$ cat config.mk
export PLATFORM = sky130hd
export DESIGN_NAME = hazard_ctrl
export DESIGN_NICKNAME = d
export VERILOG_FILES = /design/src/rtl/hazard_ctrl.sv
export SDC_FILE = /design/constraint.sdc
export NUM_CORES = 1
export LEC_CHECK = 0
export CAP_MARGIN = 0
export CORE_MARGIN = 4
export CORE_UTILIZATION = 40
export DETAILED_ROUTE_END_ITERATION = 12
export MAX_ROUTING_LAYER = met4
export PLACE_DENSITY = 0.67
export SYNTH_ARGS = -nofsm -noshare
export SYNTH_HDL_FRONTEND = slang
export SYNTH_SLANG_ARGS = --single-unit
$ cat constraint.sdc
create_clock -name i_clk -period 2.5 [get_ports i_clk]
set_clock_uncertainty 0.15 [all_clocks]
set_input_delay 0.5 -clock i_clk [delete_from_list [all_inputs] [get_ports i_clk]]
set_output_delay 0.5 -clock i_clk [all_outputs]
set_load 0.1 [all_outputs]
$ cat src/rtl/hazard_ctrl.sv
// hazard_ctrl
//   Interlock and sequencing controller for the pipelined DLX core. Sits beside
//   the ID stage, keeps a shadow of the EX/MEM destinations and one in-flight
//   multi-cycle FPU op, and drives stall / bubble / flush / FPU handshake.
//
// Ports
//   i_clk, i_rst_n          clock (rising edge), async active-low reset
//   i_id_*                  decoded register usage of the instruction in ID
//   i_ex_taken              branch/jump in EX is taken (flush has priority)
//   o_pc_stall/o_ifid_stall hold PC and IF/ID
//   o_idex_bubble           load a NOP into ID/EX
//   o_ifid_flush            clear IF/ID
//   o_fpu_start/busy/done   multi-cycle FPU handshake
//
// Build option
//   HAZARD_FWD_EN  defined   : bypass network present, only load-use and FPU
//                              conditions stall.
//                  undefined : any EX/MEM destination match also stalls.
module hazard_ctrl #(
    parameter int unsigned FPU_LAT = 5
) (
    input  logic       i_clk,
    input  logic       i_rst_n,
    input  logic       i_id_valid,
    input  logic [4:0] i_id_rs1,
    input  logic [4:0] i_id_rs2,
    input  logic       i_id_rs1_fp,
    input  logic       i_id_rs2_fp,
    input  logic       i_id_rs1_used,
    input  logic       i_id_rs2_used,
    input  logic [4:0] i_id_rd,
    input  logic       i_id_rd_fp,
    input  logic       i_id_regwe,
    input  logic       i_id_load,
    input  logic       i_id_fpu_multi,
    input  logic       i_ex_taken,
    output logic       o_pc_stall,
    output logic       o_ifid_stall,
    output logic       o_idex_bubble,
    output logic       o_ifid_flush,
    output logic       o_fpu_start,
    output logic       o_fpu_busy,
    output logic       o_fpu_done
);

    localparam logic [3:0] LAT_W = 4'(FPU_LAT);

    typedef struct packed {
        logic       valid;
        logic [5:0] dst;
        logic       regwe;
        logic       load;
    } slot_t;

    slot_t      r_ex;
    logic [3:0] r_fpu_cnt;
    logic [5:0] r_fpu_dst;

    logic [5:0] w_src1, w_src2, w_rd;
    logic       w_src1_live, w_src2_live, w_rd_live;
    logic       w_fpu_busy;
    logic       w_load_use, w_fpu_raw, w_fpu_waw, w_fpu_struct, w_slot_stall;
    logic       w_stall, w_issue, w_fpu_start;

    // GPR 0 is hard-wired: it can never create a dependency.
    assign w_src1      = {i_id_rs1_fp, i_id_rs1};
    assign w_src2      = {i_id_rs2_fp, i_id_rs2};
    assign w_rd        = {i_id_rd_fp, i_id_rd};
    assign w_src1_live = i_id_rs1_used & (w_src1 != 6'd0);
    assign w_src2_live = i_id_rs2_used & (w_src2 != 6'd0);
    assign w_rd_live   = i_id_regwe & (w_rd != 6'd0);

    function automatic logic f_hit(input logic s_valid, input logic s_regwe,
                                   input logic [5:0] s_dst,
                                   input logic [5:0] src, input logic live);
        return live & s_valid & s_regwe & (s_dst == src);
    endfunction

    assign w_fpu_busy   = (r_fpu_cnt != 4'd0);
    assign w_load_use   = r_ex.load &
                          (f_hit(r_ex.valid, r_ex.regwe, r_ex.dst, w_src1, w_src1_live) |
                           f_hit(r_ex.valid, r_ex.regwe, r_ex.dst, w_src2, w_src2_live));
    assign w_fpu_raw    = w_fpu_busy & ((w_src1_live & (w_src1 == r_fpu_dst)) |
                                        (w_src2_live & (w_src2 == r_fpu_dst)));
    assign w_fpu_waw    = w_fpu_busy & w_rd_live & (w_rd == r_fpu_dst);
    assign w_fpu_struct = w_fpu_busy & i_id_fpu_multi;

`ifdef HAZARD_FWD_EN
    assign w_slot_stall = 1'b0;
`else
    // Without bypassing the MEM destination is still pending in the register
    // file, so it is shadowed too; the load flag only matters in EX.
    logic       r_mem_valid, r_mem_regwe;
    logic [5:0] r_mem_dst;

    always_ff @(posedge i_clk or negedge i_rst_n) begin
        if (!i_rst_n) begin
            r_mem_valid <= 1'b0;
            r_mem_regwe <= 1'b0;
            r_mem_dst   <= '0;
        end else begin
            r_mem_valid <= r_ex.valid;
            r_mem_regwe <= r_ex.regwe;
            r_mem_dst   <= r_ex.dst;
        end
    end

    assign w_slot_stall = f_hit(r_ex.valid, r_ex.regwe, r_ex.dst, w_src1, w_src1_live) |
                          f_hit(r_ex.valid, r_ex.regwe, r_ex.dst, w_src2, w_src2_live) |
                          f_hit(r_mem_valid, r_mem_regwe, r_mem_dst, w_src1, w_src1_live) |
                          f_hit(r_mem_valid, r_mem_regwe, r_mem_dst, w_src2, w_src2_live);
`endif

    // A taken transfer squashes ID, so it overrides any stall reason.
    assign w_stall     = i_id_valid & ~i_ex_taken &
                         (w_load_use | w_fpu_raw | w_fpu_waw | w_fpu_struct | w_slot_stall);
    assign w_issue     = i_id_valid & ~w_stall & ~i_ex_taken;
    assign w_fpu_start = w_issue & i_id_fpu_multi;

    always_ff @(posedge i_clk or negedge i_rst_n) begin
        if (!i_rst_n) begin
            r_ex <= '0;
        end else if (w_issue) begin
            r_ex <= '{valid: 1'b1, dst: w_rd, regwe: i_id_regwe, load: i_id_load};
        end else begin
            r_ex <= '0;
        end
    end

    // Busy down-counter; a flush never cancels it because the op is older.
    always_ff @(posedge i_clk or negedge i_rst_n) begin
        if (!i_rst_n) begin
            r_fpu_cnt <= 4'd0;
            r_fpu_dst <= '0;
        end else if (w_fpu_start) begin
            r_fpu_cnt <= LAT_W;
            r_fpu_dst <= w_rd;
        end else if (w_fpu_busy) begin
            r_fpu_cnt <= r_fpu_cnt - 4'd1;
        end
    end

    // Outputs are held low during reset regardless of the ID inputs.
    assign o_pc_stall    = i_rst_n & w_stall;
    assign o_ifid_stall  = i_rst_n & w_stall;
    assign o_idex_bubble = i_rst_n & (w_stall | i_ex_taken);
    assign o_ifid_flush  = i_rst_n & i_ex_taken;
    assign o_fpu_start   = i_rst_n & w_fpu_start;
    assign o_fpu_busy    = i_rst_n & w_fpu_busy;
    assign o_fpu_done    = i_rst_n & (r_fpu_cnt == 4'd1);

endmodule

======== Word level (Yosys, flattened, before mapping) ========
Cells that the tools add are included.
word-level totals
  word-level logic and storage cells ...... 70
  bits in registers ....................... 27
  output and inout port bits .............. 7
  input port bits ......................... 27
cells by class
  bitwise gates (word level) .............. 44
  eq/ne operators ......................... 8
  reductions and logical operators ........ 5
  $add $sub $neg .......................... 1
  muxes and demuxes ....................... 3
operator list
  operator             count
  $eq 6x6->1           7
  $and 1x1->1          33
  $reduce_bool 6->1    3
  $mux 9               1
  $or 1x1->1           9
  $mux 4               2
  $eq 4x1->1 const B   1
  $reduce_bool 4->1    1
  $sub 4x1->4 const B  1
  $not 1->1            2
  $reduce_bool 2->1    1

======== Longest topological paths before layout ========
Gate-level depths: netlist of run 1.
  word-level depth ........................ 17
  depth in mapped cells ................... 6
  mapped depth without buffers ............ 6

======== Worst setup path after synthesis of run 1 ========
No wires, ideal clock.
  path type ............................... in2out
  start ................................... in i_id_rd[3]
  end ..................................... out o_pc_stall
  cell stages on the path ................. 6
  arrival time ............................ 3,413 ps
  setup slack ............................. -1,563 ps
  path through ............................ xnor2_1 > nand4_1 > a2111oi_0 > o31ai_1 > a21oi_1 > buf_4
between the ends
  word-level cells in the longest chain between the ends .. 9
  elaborated cells between the ends (all ways) .. 10
  those cells by class .................... 1 x eq/ne; 8 x bitwise; 1 x reduce/logical
ends and longest elaborated chain
  what                          line  RTL
  from (decl)                   31    input logic [4:0] i_id_rd,
  $reduce_bool 6->1             71    assign w_rd_live = i_id_regwe & (w_rd != 6'd0);
  $and 1x1->1                   71
  $and 1x1->1                   85    assign w_fpu_waw = w_fpu_busy & w_rd_live & (w_rd == r_fpu_dst);
  $and 1x1->1 (*)               85
  $or 1x1->1 (*) (3 in series)  116   (w_load_use | w_fpu_raw | w_fpu_waw | w_fpu_struct | w_slot_stall);
  $and 1x1->1 (*)               115   assign w_stall = i_id_valid & ~i_ex_taken &
  $and 1x1->1 (*)               n/a
  to (decl)                     37    output logic o_pc_stall,
Every way passes the cells marked *; elsewhere a longest branch is shown, timed or not.

======== Final worst setup path of run 1 ========
  start ................................... in i_id_rs2[2]
  end ..................................... out o_idex_bubble
between the ends
  word-level cells in the longest chain between the ends .. 14
  elaborated cells between the ends (all ways) .. 25
  those cells by class .................... 3 x eq/ne; 21 x bitwise; 1 x reduce/logical
ends and longest elaborated chain
  what                       line     RTL
  from (decl)                26       input logic [4:0] i_id_rs2,
  $reduce_bool 6->1          70       assign w_src2_live = i_id_rs2_used & (w_src2 != 6'd0);
  $and 1x1->1                70
  $and 1x1->1 (3 in series)  76       return live & s_valid & s_regwe & (s_dst == src);
  $or 1x1->1                 81, 108
  $and 1x1->1                80       assign w_load_use = r_ex.load &
  $or 1x1->1 (3 in series)   116
  $or 1x1->1 (*)             116
  $and 1x1->1 (*)            115
  $or 1x1->1 (*)             146      assign o_idex_bubble = i_rst_n & (w_stall | i_ex_taken);
  $and 1x1->1 (*)            146
  to (decl)                  39       output logic o_idex_bubble,
Marked as above.

==> flow_summary.ini, run 1 <==
[status]
outcome = finished with violations
violations = setup timing

[layout]
insertedDiodeCount = 0
syn2layout_area_growth_pct = 59.9
finalInstanceArea_um2 = 2620
final_cell_mix = buf_4, xor2_1, dfrtp_1
fin_nets = 265
drive_above_1_share = 0.477
final_util = 0.660
final_common_cell = buf_4

[critical_path]
timing.rr.start = r_ex[6]
required_ns = 1.85
slowest_stage = or4_4
worstPathCellList = buf_2 -> or4_4 -> o31ai_4 -> nor4_4 -> o31ai_1 -> buf_4 -> a31oi_4 -> buf_12
startpoint = i_id_rs2[2]
crit_arrival_ns = 2.18
cpPeakStageDelay_ns = 0.52
path_class = input port to output port
path_max_fanout = 3
crit_path_end_kind = output port
cpLargestDelayFamily = simple AND/OR/NAND/NOR gates
path_buf_inv = 3
critPathLaunchType = input port

[logic_synthesis]
syn-cell-area_um2 = 1640
synth_area_leaders = dfrtp_1, xor2_1, xnor2_1, nor3_2, mux2_2
ys_seq_area_frac = 0.397
synth-seq-cells = 26
synth_nets = 181
yosysTopAreaCellShare = 0.397
synthArstFlopShare = 1.00
synth-edff-count = 0
ys_warn_count = 0
synth_cells = 152
yosysTopAreaCell = dfrtp_1
synth_cell_types = 40
syn_area_per_cell_um2 = 10.8
synth_flop_cell = dfrtp_1

[sta]
worst_slack_ns = -0.331
slew_headroom = 0.760
holdWs_ns = 0.241
final-setup-viol-count = 4
tns_ns = -1.27
timing.fmax_mhz = 353
fin_crit_ns = 2.83
drv_slew = 0
period_share = 1.13
worst_pin_slew_ns = 0.356
rsz0062_at_grt = yes
final_hold_viol_count = 0

[global_routing]
grt_pass1_vias = 1557
grt_pass1_wl_um = 7440
grt_max_degree = 25
antenna_found_initial = 0
grt_overflow_total = 0
grt_usage = 0.189

[floorplanning]
coreArea_um2 = 3970
rows = 23
die_y_um = 72.0
dieArea_um2 = 5190
die_x_um = 72.0
initial_utilization = 0.413
io_pins = 34

[clocking]
cts_sinks = 26
path_clk_slew_ns = 0.09
numCtsBuffers = 3
htreeDepth = 1
cts_tree = yes
cts_hold_buf = 0
cts_root_buffer = clkbuf_8
clk_latency_ns = 0.27
clockBufferDepth = 2

[pwr]
pwr-share-clk = 0.155
power_density_nw_per_um2 = 680
seqPwrFrac = 0.333
p_int_mw = 1.12
p_sw_uw = 666
peakVddDrop_uv = 376
leakage_nw = 1.23
netSwitchingFraction = 0.373
power_frac_comb = 0.512

[route]
drtIter0Drc = 43
routed_wirelength_um = 4480
dr.pass1.iters = 4
avgRoutedWirePerCell_um = 15.7
vias_per_cell = 5.03
drc = 0
antenna_left = 0
vias = 1433

[placed_design]
place_area_um2 = 2390
portBuffers = 32
place.gp.congestion = 0.952
place_ws_ns = -0.892
dp_hpwl_um = 3450

[min_path]
min_from = r_ex[8]
hold_class = register to register

[flow_run]
drv_cap = 0
==> cell usage after synthesis (2+ instances only) <==
| library cell | instances |
|---|---|
| xor2_1 | 29 |
| dfrtp_1 | 26 |
| nand2_1 | 13 |
| xnor2_1 | 13 |
| nor3_2 | 8 |
| mux2_2 | 6 |
| inv_1 | 5 |
| nor3_1 | 5 |
| nor4_1 | 4 |
| nand4_1 | 3 |
| nor2_1 | 3 |
| a22oi_1 | 2 |
| and2_1 | 2 |
| and3_1 | 2 |
| ha_1 | 2 |
| nand3_1 | 2 |
| o21ai_0 | 2 |
| o31ai_4 | 2 |
| or4_4 | 2 |
==> layout make-up <==
type                       count  area, um^2
timing repair buffer          82         738
tap                           50        62.6
clock buffer                   4        55.1
multi-input combinational    118        1100
fill                         287        1350
inverter                       5        18.8
sequential                    26         651
==> flip-flops by register name, indices dropped and copies added, names as in the netlist <==
name,flops
r_mem_regwe,1
r_ex,8
r_mem_dst,6
r_mem_valid,1
r_fpu_cnt,4
r_fpu_dst,6
==> power groups by stage <==
stage / Clock (mW) / Combinational (mW) / Sequential (mW)
after floorplan: 0 / 0.448 / 0.600
after global placement: 0 / 0.742 / 0.597
after detailed placement: 0 / 0.762 / 0.602
after CTS: 0.283 / 0.872 / 0.588
after global routing: 0.305 / 0.984 / 0.606
final: 0.276 / 0.912 / 0.594
==> what timing repair did <==
action,CTS,global route
setup endpoints to repair,10,10
gates resized for setup,67,17
pin swaps,21,16
buffers inserted,9,2
==> final timing paths <==
check	endpoint	slack (ns)	cells past startpoint
worst max-delay path	o_idex_bubble	-0.33	8
worst min-delay path	r_mem_valid	0.24	0
worst max register to register	r_fpu_dst[2]	0.18	8
worst min register to register	r_mem_valid	0.24	0
max in group asynchronous	r_mem_dst[3]	1.22	3
min in group asynchronous	r_fpu_dst[2]	0.51	2
==> metal layers <==
layer  part of all wire  GRT usage
met5                  0          -
met4             0.0085     0.0480
met3              0.034     0.0235
met2               0.52      0.317
met1               0.44      0.243
==> cells by family (layout without fill, tap and decap cells) <==
family          after synthesis  count (layout)  share of synthesized area
xor+xnor                     42              42                      0.224
fa+ha+maj                     2               2                     0.0153
buf+inv                       8              91                     0.0252
simple gates                 50              50                      0.191
flops                        26              26                      0.397
compound gates               18              18                      0.106
mux                           6               6                     0.0412
==> through the flow <==
step | total power [mW] | cells
2_1_floorplan | 1.05 | 152
3_3_place_gp | 1.34 | 270
3_5_place_dp | 1.36 | 270
4_1_cts | 1.74 | 283
5_1_grt | 1.90 | 285
6_report | 1.78 | 285
Power figures use the tool's default switching activity.
==> run 2: changes to the inputs <==
==> constraint.sdc (replaced) <==
create_clock -name i_clk -period 2.5 [get_ports i_clk]
set_clock_uncertainty 0.15 [all_clocks]
set_input_delay 0.5 -clock i_clk [delete_from_list [all_inputs] [get_ports i_clk]]
set_output_delay 0.5 -clock i_clk [all_outputs]
set_load 0.005 [all_outputs]
==> flow_summary.ini, run 2 (synthesized netlist as in run 1, its figures left out) <==
[status]
outcome = finished with violations
violations = setup timing

[floorplanning]
die_y_um = 72.0
die_x_um = 72.0
rows = 23
coreArea_um2 = 3970
dieArea_um2 = 5190
initial_utilization = 0.413
io_pins = 34

[sta]
worst_slack_ns = -0.316
final_hold_viol_count = 0
worst_pin_slew_ns = 0.394
slew_headroom = 0.735
holdWs_ns = 0.239
final-setup-viol-count = 4
rsz0062_at_grt = yes
fin_crit_ns = 2.82
timing.fmax_mhz = 355
period_share = 1.13
drv_slew = 0

[clocking]
clockBufferDepth = 2
numCtsBuffers = 3
cts_sinks = 26
cts_hold_buf = 0
cts_tree = yes
path_clk_slew_ns = 0.09
htreeDepth = 1
cts_root_buffer = clkbuf_8
clk_latency_ns = 0.27

[global_routing]
antenna_found_initial = 0
grt_pass1_vias = 1565
grt_max_degree = 26
grt_most_used_layer = met2
grt_usage = 0.188
grt_util_met2 = 0.312
gr-usage-met1 = 0.229
grt_overflow_total = 0
met3_usage = 0.0319
grt_pass1_wl_um = 7360

[critical_path]
path_class = input port to output port
slowest_stage = clkdlybuf4s50_1
crit_path_end_kind = output port
crit_arrival_ns = 2.17
required_ns = 1.85
worstPathCellList = clkdlybuf4s50_1 -> inv_1 -> o21ai_0 -> a2111oi_4 -> o31a_1 -> nor3_2 -> buf_2
reg2reg_slack_ns = 0.21
path_max_fanout = 3
cpPeakStageDelay_ns = 0.52
ff2ff_path_depth = 7
timing.rr.start = r_mem_dst[4]
critPathLaunchType = input port
reg2reg_to = r_fpu_dst[5]

[layout]
insertedDiodeCount = 0
multi_input_area_um2 = 1050
fillCellCount = 337
reg_top3 = r_ex x8, r_fpu_dst x6, r_mem_dst x6
syn2layout_area_growth_pct = 48.0
final_cell_mix = buf_4, xor2_1, dfrtp_1
regMostFlops = r_ex
largest_reg_flops = 8
fin_nets = 258
finalInstanceArea_um2 = 2430
final_util = 0.611
seq_area_um2 = 651
drive_above_1_share = 0.412
final_common_cell = buf_4

[flow_run]
drv_cap = 0

[placed_design]
place_ws_ns = -1.05
dp_hpwl_um = 3510
place.gp.congestion = 0.877
portBuffers = 32
place_area_um2 = 2290

[route]
dr.pass1.iters = 4
routed_wirelength_um = 4650
avgRoutedWirePerCell_um = 16.7
drc = 0
vias = 1420
drtIter0Drc = 76
antenna_left = 0
vias_per_cell = 5.11

[pwr]
leakage_nw = 1.14
power_density_nw_per_um2 = 664
power_mw = 1.61
peakVddDrop_uv = 381

[min_path]
hold_class = input port to async pin
## run 2: cell types whose count changed in the layout (fill, tap and decap cells not counted), sizes merged
cell           delta
buf              -13
clkbuf            -1
clkdlybuf4s15     +1
clkdlybuf4s50     +4
dlygate4sd2       +4
dlymetal6s2s      -2
## run 2: where the power goes
part / switching, mW / total (mW) / internal (mW)
Clock: 0.135 / 0.276 / 0.141
Sequential: 0.0818 / 0.592 / 0.510
Combinational: 0.346 / 0.744 / 0.397
Total: 0.563 / 1.61 / 1.05
## run 2: through the flow
stage,setup TNS [ns],cells
floorplan,-0.274,152
global placement,-8.34,270
detailed placement,-9.17,270
CTS,-1.12,276
global route,-1.50,278
finish,-1.18,278
## run 2: layout make-up
class / count / area share
sequential: 26 / 0.268
tap: 50 / 0.0258
timing repair buffer: 75 / 0.243
multi-input combinational: 118 / 0.433
clock buffer: 4 / 0.0227
inverter: 5 / 0.00774
## run 2: how the worst max path moves through the flow
stage | cells after the start | slack (ns) | endpoint | startpoint
2_1_floorplan | 6 | -0.15 | o_pc_stall | i_id_rs1[2]
3_3_place_gp | 7 | -1.02 | o_fpu_start | i_id_rs2[0]
3_5_place_dp | 7 | -1.05 | o_ifid_stall | i_id_rs1[2]
4_1_cts | 7 | -0.29 | o_fpu_start | i_id_rs1[4]
5_1_grt | 7 | -0.39 | o_fpu_start | i_id_rd[0]
6_report | 7 | -0.32 | o_fpu_start | i_id_rd[0]
## run 2: routing by layer
| layer | wire length [um] | share of wire |
|---|---|---|
| met5 | 0 | 0 |
| met4 | 86 | 0.018 |
| met3 | 176 | 0.038 |
| met2 | 2390 | 0.51 |
| met1 | 2000 | 0.43 |
## run 2: critical path: cells and delay by family
kind / cells / cell delay, ns
buf+inv: 3 / 0.77
compound gates: 3 / 0.77
simple gates: 1 / 0.13
## run 2: repair_timing
item	4_1_cts	5_1_grt
setup buffers	3	2
endpoints found under the hold margin	0	0
pin swaps	13	9
resized for setup	69	13
endpoints found under the setup margin	12	5
==> run 3: changes to the inputs <==
--- a/config.mk
+++ b/config.mk
@@ -7,10 +7,10 @@
 export LEC_CHECK = 0
 export CAP_MARGIN = 0
 export CORE_MARGIN = 4
-export CORE_UTILIZATION = 40
+export CORE_UTILIZATION = 25
 export DETAILED_ROUTE_END_ITERATION = 12
 export MAX_ROUTING_LAYER = met4
-export PLACE_DENSITY = 0.67
+export SLEW_MARGIN = 5
 export SYNTH_ARGS = -nofsm -noshare
 export SYNTH_HDL_FRONTEND = slang
 export SYNTH_SLANG_ARGS = --single-unit
==> flow_summary.ini, run 3 (synthesized netlist as in run 1, its figures left out) <==
[layout]
regMostFlops = r_ex
fin_nets = 262
final_cell_mix = buf_4, xor2_1, dfrtp_1
largest_reg_flops = 8
multi_input_area_um2 = 1090
reg_top3 = r_ex x8, r_fpu_dst x6, r_mem_dst x6
final_common_cell = buf_4
fillCellCount = 604
drive_above_1_share = 0.444
syn2layout_area_growth_pct = 54.8
final_util = 0.400
fin_cells = 309
seq_area_um2 = 651
insertedDiodeCount = 0

[floorplanning]
rows = 29
dieArea_um2 = 7920
coreArea_um2 = 6350
io_pins = 34
initial_utilization = 0.258
die_x_um = 89.0
die_y_um = 89.0

[min_path]
hold_class = register to register
holdPathStages = 0
hold_end = r_mem_valid
min_from = r_ex[8]

[clocking]
clockBufferDepth = 2
numCtsBuffers = 3
htreeDepth = 1
cts_hold_buf = 0
cts_root_buffer = clkbuf_8
cts_sinks = 26
cts_tree = yes
clk_latency_ns = 0.27
path_clk_slew_ns = 0.09

[sta]
worst_slack_ns = -0.296
period_share = 1.12
drv_slew = 0
final_hold_viol_count = 0
slew_headroom = 0.724
timing.fmax_mhz = 358
tns_ns = -1.12
worst_pin_slew_ns = 0.414
final-setup-viol-count = 4
fin_crit_ns = 2.80
holdWs_ns = 0.249
rsz0062_at_grt = yes

[pwr]
power_density_nw_per_um2 = 649
peakVddDrop_uv = 274
leakage_nw = 1.18
power_mw = 1.65

[critical_path]
path_class = input port to output port
ff2ff_path_depth = 10
required_ns = 1.85
critPathLaunchType = input port
crit_path_end_kind = output port
timing.rr.start = r_fpu_dst[5]
reg2reg_slack_ns = 0.19
crit_arrival_ns = 2.15
path_max_fanout = 2
reg2reg_to = r_ex[3]

[global_routing]
grt_max_degree = 17
grt_pass1_wl_um = 7040
antenna_found_initial = 0
grt_usage = 0.119
grt_overflow_total = 0
grt_pass1_vias = 1447

[route]
vias_per_cell = 4.50
routed_wirelength_um = 4470
vias = 1389
drtIter0Drc = 40
dr.pass1.iters = 4
drc = 0
avgRoutedWirePerCell_um = 14.5
antenna_left = 0

[placed_design]
place_inst = 295
portBuffers = 32
dp_hpwl_um = 3530
place.gp.congestion = 0.844

[status]
outcome = finished with violations
violations = setup timing

[flow_run]
drv_cap = 0
## run 3: layer usage
metal | GRT usage | up-vias | share of wire
met4 | 0.0284 | 0 | 0.013
met2 | 0.188 | 22 | 0.47
met3 | 0.0166 | 6 | 0.038
met5 | - | - | 0
met1 | 0.161 | 662 | 0.48
li1 | - | 699 | -
## run 3: critical path, cell delays in order
cell	delay, ns
buf_6	0.09
or4_4	0.54
o31ai_4	0.27
nor4_4	0.07
buf_4	0.15
o31a_1	0.29
nor3_2	0.10
buf_2	0.14
## run 3: worst max-delay path by stage
stage	end	startpoint	slack, ns
4_1_cts	o_idex_bubble	i_id_rs1[2]	-0.27
3_5_place_dp	o_pc_stall	i_id_rd_fp	-1.21
2_1_floorplan	o_pc_stall	i_id_rs1[2]	-0.15
5_1_grt	o_idex_bubble	i_id_rs2[2]	-0.38
6_report	o_fpu_start	i_id_rs2[2]	-0.30
3_3_place_gp	o_ifid_stall	i_id_rd_fp	-1.19
## run 3: layout make-up
type                       count  area share
sequential                    26       0.256
inverter                       5     0.00740
clock buffer                   4      0.0217
multi-input combinational    118       0.429
tap                           77      0.0380
timing repair buffer          79       0.248
## run 3: per-stage QoR
step                instance area, um^2  worst slack (ns)
floorplan                          1640            -0.146
global placement                   2310             -1.19
detailed placement                 2310             -1.21
CTS                                2490            -0.271
global route                       2540            -0.380
finish                             2540            -0.296
## run 3: repair_timing
item,in CTS,in global routing
gates resized for setup,86,8
pin swaps,19,5
setup endpoints to repair,18,5
setup buffers,6,4
## run 3: power by group
group	switching, mW	total [mW]	internal [mW]
combinational	0.334	0.770	0.436
clock	0.133	0.273	0.141
sequential	0.0933	0.603	0.510
